**src/rtl/ret_addr_stack.sv**
```systemverilog
// Return-address stack for the fetch stage.
// Circular buffer of DEPTH 16-bit return addresses. A call pushes
// pc_plus1 and a ret pops the top entry. Pushing while full overwrites
// the oldest entry and sets the sticky ovf flag. Popping while empty
// leaves the state unchanged and sets the sticky unf flag.
//
// Strobe semantics:
// - call and ret are single-cycle decode strobes. There is no ready or
//   back-pressure path: every strobe not masked by stall is consumed at
//   the next rising edge.
// - call has priority over ret. A cycle with both asserted is a push only.
// - addr_ret is combinational from registered state, so it is valid in
//   the same cycle ret is presented.
module ret_addr_stack #(
    parameter int DEPTH = 8,
    parameter int PTR_W = 3
) (
    input  logic             clk,
    input  logic             rst_n,
    input  logic             call,
    input  logic             ret,
    input  logic             stall,
    input  logic             clr_err,
    input  logic [15:0]      pc_plus1,
    output logic [15:0]      addr_ret,
    output logic             empty,
    output logic             full,
    output logic [PTR_W:0]   depth_cnt,
    output logic             ovf,
    output logic             unf
);

    localparam logic [PTR_W:0] DEPTH_CNT = (PTR_W + 1)'(DEPTH);

    logic [15:0]      mem [DEPTH];
    logic [PTR_W-1:0] sp;
    logic [PTR_W-1:0] top_idx;
    logic [PTR_W:0]   count;
    logic             push;
    logic             pop;
    logic             is_full;
    logic             is_empty;
    logic             ovf_ev;
    logic             unf_ev;

    // Decode the effective operations and the error events for this cycle.
    always_comb begin
        push     = call & ~stall;
        pop      = ret & ~call & ~stall;
        is_full  = (count == DEPTH_CNT);
        is_empty = (count == '0);
        ovf_ev   = push & is_full;
        unf_ev   = pop & is_empty;
        top_idx  = sp - 1'b1;
    end

    // Entry storage. It is not reset: count gates every read.
    always_ff @(posedge clk) begin
        if (push) begin
            mem[sp] <= pc_plus1;
        end
    end

    // Stack pointer, occupancy count and sticky error flags.
    // sp wraps naturally in both directions. count saturates at 0 and DEPTH.
    always_ff @(posedge clk or negedge rst_n) begin
        if (!rst_n) begin
            sp    <= '0;
            count <= '0;
            ovf   <= 1'b0;
            unf   <= 1'b0;
        end else begin
            if (push) begin
                sp <= sp + 1'b1;
                if (!is_full) begin
                    count <= count + 1'b1;
                end
            end else if (pop && !is_empty) begin
                sp    <= sp - 1'b1;
                count <= count - 1'b1;
            end
            // A new event in the same cycle as clr_err wins.
            ovf <= (ovf & ~clr_err) | ovf_ev;
            unf <= (unf & ~clr_err) | unf_ev;
        end
    end

    // Present the top of stack, or zero when the stack is empty.
    always_comb begin
        addr_ret  = is_empty ? 16'h0000 : mem[top_idx];
        empty     = is_empty;
        full      = is_full;
        depth_cnt = count;
    end

endmodule

```
**config.mk**
```make
export PLATFORM = sky130hd
export DESIGN_NAME = ret_addr_stack
export DESIGN_NICKNAME = d
export VERILOG_FILES = /design/src/rtl/ret_addr_stack.sv
export SDC_FILE = /design/constraint.sdc
export NUM_CORES = 1
export LEC_CHECK = 0
export ABC_CLOCK_PERIOD_IN_PS = 3610
export CAP_MARGIN = 30
export CORE_ASPECT_RATIO = 0.75
export CORE_MARGIN = 1
export CORE_UTILIZATION = 55
export DETAILED_ROUTE_END_ITERATION = 8
export GPL_ROUTABILITY_DRIVEN = 0
export PLACE_DENSITY = 0.8
export SYNTH_ARGS = -nofsm -noshare
export SYNTH_HDL_FRONTEND = slang
export SYNTH_SLANG_ARGS = --single-unit
```
**constraint.sdc**
```tcl
create_clock -name clk -period 3.61 [get_ports clk]
set_input_delay 0.361 -clock clk [delete_from_list [all_inputs] [get_ports clk]]
set_output_delay 0.361 -clock clk [all_outputs]
set_load 0.05 [all_outputs]
```
==> results.md <==
* Final clock period utilization by the worst path at 0.8444
* First drt pass iteration count at 4
* Final Max Slew Viols at 0
* Total Routed Length at 10930 um
* Number of remaining DRC errors at 0
* Number of antenna repair diodes at 0
* Wire length of the first global-routing pass at 16960 um
* Clk_lat worst skew at 0.41 ns
* Cell Chain, Critical Path: inv_1 > ha_1 > xor2_1 > buf_4 > nand3_1 > nand2_1 > buf_12
* Fmax at 0.3280 GHz
* Area inside the core boundary at 9697 um2
* Initial core utilization at 0.5702
* Launching element type of the critical path: flip-flop
* Top routing layer in use: met4
* RR Startpoint: sp[0]
* Kind of cell adding the most delay to the critical path: XOR/XNOR gates
* Buffer depth of the longest clock path at 2
* Vias post-DR at roughly 3.0k
* Fin worst setup slack at 0.5616 ns
* Total number of yosys warnings at 0
* Number of buffers added for setup after CTS at 0
* Run status: finished clean
* Top FF cell, synth: sky130_fd_sc_hd__edfxtp_1
* Max stage delay cell, worst path: sky130_fd_sc_hd__xor2_1
* CP startpoint: sp[1]
* Area of the die at 10460 um2
* Slew Limit Headroom at 0.4412
* Area growth, synth to finish at 26.86%
* DR WL/cell at 21.42 um
* Routed metal-1 wire length at 4397 um
* Critical R2R Capture: mem[7][2]
* Cell count of the worst reg-to-reg path at 4
* Mean number of vias per cell at ~5.9
* Flop2flop setup slack at 1.40 ns
* Area fraction of the dominant cell type after synthesis at 0.6952
* TritonCTS buffer count at 17
* Leading area contributor after synthesis: sky130_fd_sc_hd__edfxtp_1
* Final hold violation count at 0
* Number of buffers inserted by port buffering at 45
* Initial antenna violation count at 0
* Final-report setup violation count at 0
* Data arrival time of the critical path at between 2 and 3 ns
* Nets at around 400
* Root Driver: sky130_fd_sc_hd__clkbuf_16
* Post-synthesis instance total at 301
* ANT nets after route at 0
* Maximum clock skew at final layout at approximately 0.0056 ns
* Maximum single-stage delay on the critical path at 0.70 ns
* Transition time at the pin with the least slew margin at between 0.8 and 0.9 ns
* Classification of the worst-slack hold path: in2async
* Number of cells on the critical path at 7
* WS Path Type: reg2out
* Detail Route met2 WL at around 5700 um
* Hold-fix buffer count after cts at 0
* CP Data Required Time at 3.25 ns
* Die Ht at 88.83 um
* Clock-pin slew of the registers on the worst-case setup and hold paths at 0.06 ns
* Quantity of gates resized following cts at 0
* Flop and latch count out of synthesis at 137
* Worst path buffer plus inverter count at 3
* Max Cap Viol at 0
* TritonCTS clock tree: yes
* Hold slack at 0.2604 ns
* Proportion of layout cells with a drive suffix above 1 at 0.2857
* Total GRT Usage at 0.2319
* Count of flip-flops with a built-in enable after synthesis at 128
* Unrepaired setup endpoints after global routing: no
* Horizontal die dimension at 117.8 um
* Setup TNS after final layout at 0 ns
* Sinks on Clock Net at 137
* Part of the Yosys area used for sequential elements at 0.7359
* Most frequent cells after synthesis: sky130_fd_sc_hd__edfxtp_1, sky130_fd_sc_hd__mux4_2, sky130_fd_sc_hd__nand3_1
* Detailed Place HPWL at 6628 um
* H-tree lvl count at 4
* Count of boundary I/O pins at 46
* Cell variety after synth at 36
* Met3 wirelength from detailed routing at 693 um
* Cell area after technology mapping at 5529 um2
* Placement row count at 31
* Post-layout min period at 3.048 ns
* Initial DRC count at 237
* Synthesized area divided by synthesized cell count at 18.37 um2
* CP Capture Point: addr_ret[8]
* Highest net fanout along the worst path at 9
* Synthesized Nets at 327
* Sort of element at the end of the critical path: primary output
* Most common cell in the synthesized netlist: sky130_fd_sc_hd__edfxtp_1
* Maximum number of pins on one net before global-route repair at 39
* Top post-synthesis cells by area: sky130_fd_sc_hd__edfxtp_1, sky130_fd_sc_hd__mux4_2, sky130_fd_sc_hd__dfrtp_1
* Gr ovfl total at 0
* Worst-case setup slack after placement at between 0.7 and 0.8 ns
* Async S/R FF share, synth at 0.06569
* Number of global-route vias before repair at 3033
cells by family after synthesis:
kind of cell | count (synthesis) | share of synthesized area
AOI/OAI and AO/OA | 15 | 0.01743
xor gates and xnor gates | 6 | 0.009506
adders and majority gates | 4 | 0.009052
buffers and inverters | 26 | 0.02195
DFF | 137 | 0.7359
muxes | 34 | 0.1349
and+or+nand+nor | 79 | 0.07128
area by class of cell:
class / count / area, um2
Inverter: 9 / 33.78
Clock buffer: 20 / 456.7
Timing Repair Buffer: 62 / 750.7
Multi-Input combinational cell: 138 / 1365
Clock inverter: 12 / 172.7
Tap cell: 132 / 165.2
Sequential cell: 137 / 4070
Fill cell: 580 / 2683
registers in the layout, indices dropped and copies added (netlist names):
name,count
sp,3
depth_cnt,4
ovf,1
mem,128
unf,1
cell usage in the layout, fill, tap and decap left out, types with 2 or more instances in the layout:
cell type	synthesis	layout
sky130_fd_sc_hd__clkbuf_8	0	2
sky130_fd_sc_hd__buf_4	1	16
sky130_fd_sc_hd__buf_12	0	17
sky130_fd_sc_hd__dfrtp_1	9	8
sky130_fd_sc_hd__and3_1	2	2
sky130_fd_sc_hd__inv_1	8	8
sky130_fd_sc_hd__ha_1	4	4
sky130_fd_sc_hd__nor3_2	0	4
sky130_fd_sc_hd__clkbuf_16	0	17
sky130_fd_sc_hd__o21ai_0	6	6
sky130_fd_sc_hd__mux4_2	32	32
sky130_fd_sc_hd__nand3_1	32	32
sky130_fd_sc_hd__edfxtp_1	128	128
sky130_fd_sc_hd__nor3_1	8	4
sky130_fd_sc_hd__clkdlybuf4s50_1	0	29
sky130_fd_sc_hd__a21oi_1	2	2
sky130_fd_sc_hd__xor2_1	3	3
sky130_fd_sc_hd__clkinvlp_4	0	2
sky130_fd_sc_hd__xnor2_1	3	3
sky130_fd_sc_hd__nand2b_1	2	2
sky130_fd_sc_hd__bufinv_16	0	4
sky130_fd_sc_hd__nand2_1	22	22
sky130_fd_sc_hd__nor2_1	5	5
sky130_fd_sc_hd__clkinv_2	0	4
worst min-delay path by stage:
stage,start,endpoint,slack (ns),cells past startpoint
3_3_place_gp,unf,unf,0.53,2
4_1_cts,rst_n,unf,0.26,1
6_report,rst_n,unf,0.26,1
3_5_place_dp,unf,unf,0.52,2
5_1_grt,rst_n,unf,0.29,1
2_1_floorplan,rst_n,depth_cnt[0],0.07,0
worst reg2reg max path, stage by stage (launching register included):
cell	delay [ns]
sky130_fd_sc_hd__dfrtp_2	0.36
sky130_fd_sc_hd__buf_4	0.57
sky130_fd_sc_hd__nand2_1	0.27
sky130_fd_sc_hd__nor2_1	0.46
sky130_fd_sc_hd__buf_4	0.26
routing by layer:
layer	track usage	up-vias
met2	0.3925	100
met5	0	-
li1	-	1335
met3	0.07216	15
met4	0.07343	0
met1	0.2930	1536
through the flow:
step	cells	cell area, um2	utilization
finish	510	7014	0.7234
global placement	478	6385	0.6585
global route	510	7014	0.7234
detailed placement	478	6385	0.6585
CTS	510	7014	0.7234
floorplan	301	5529	-
Power is left out: the tool's default activity adds up to more than one toggle a clock period on the data nets, which glitch-free logic cannot reach.
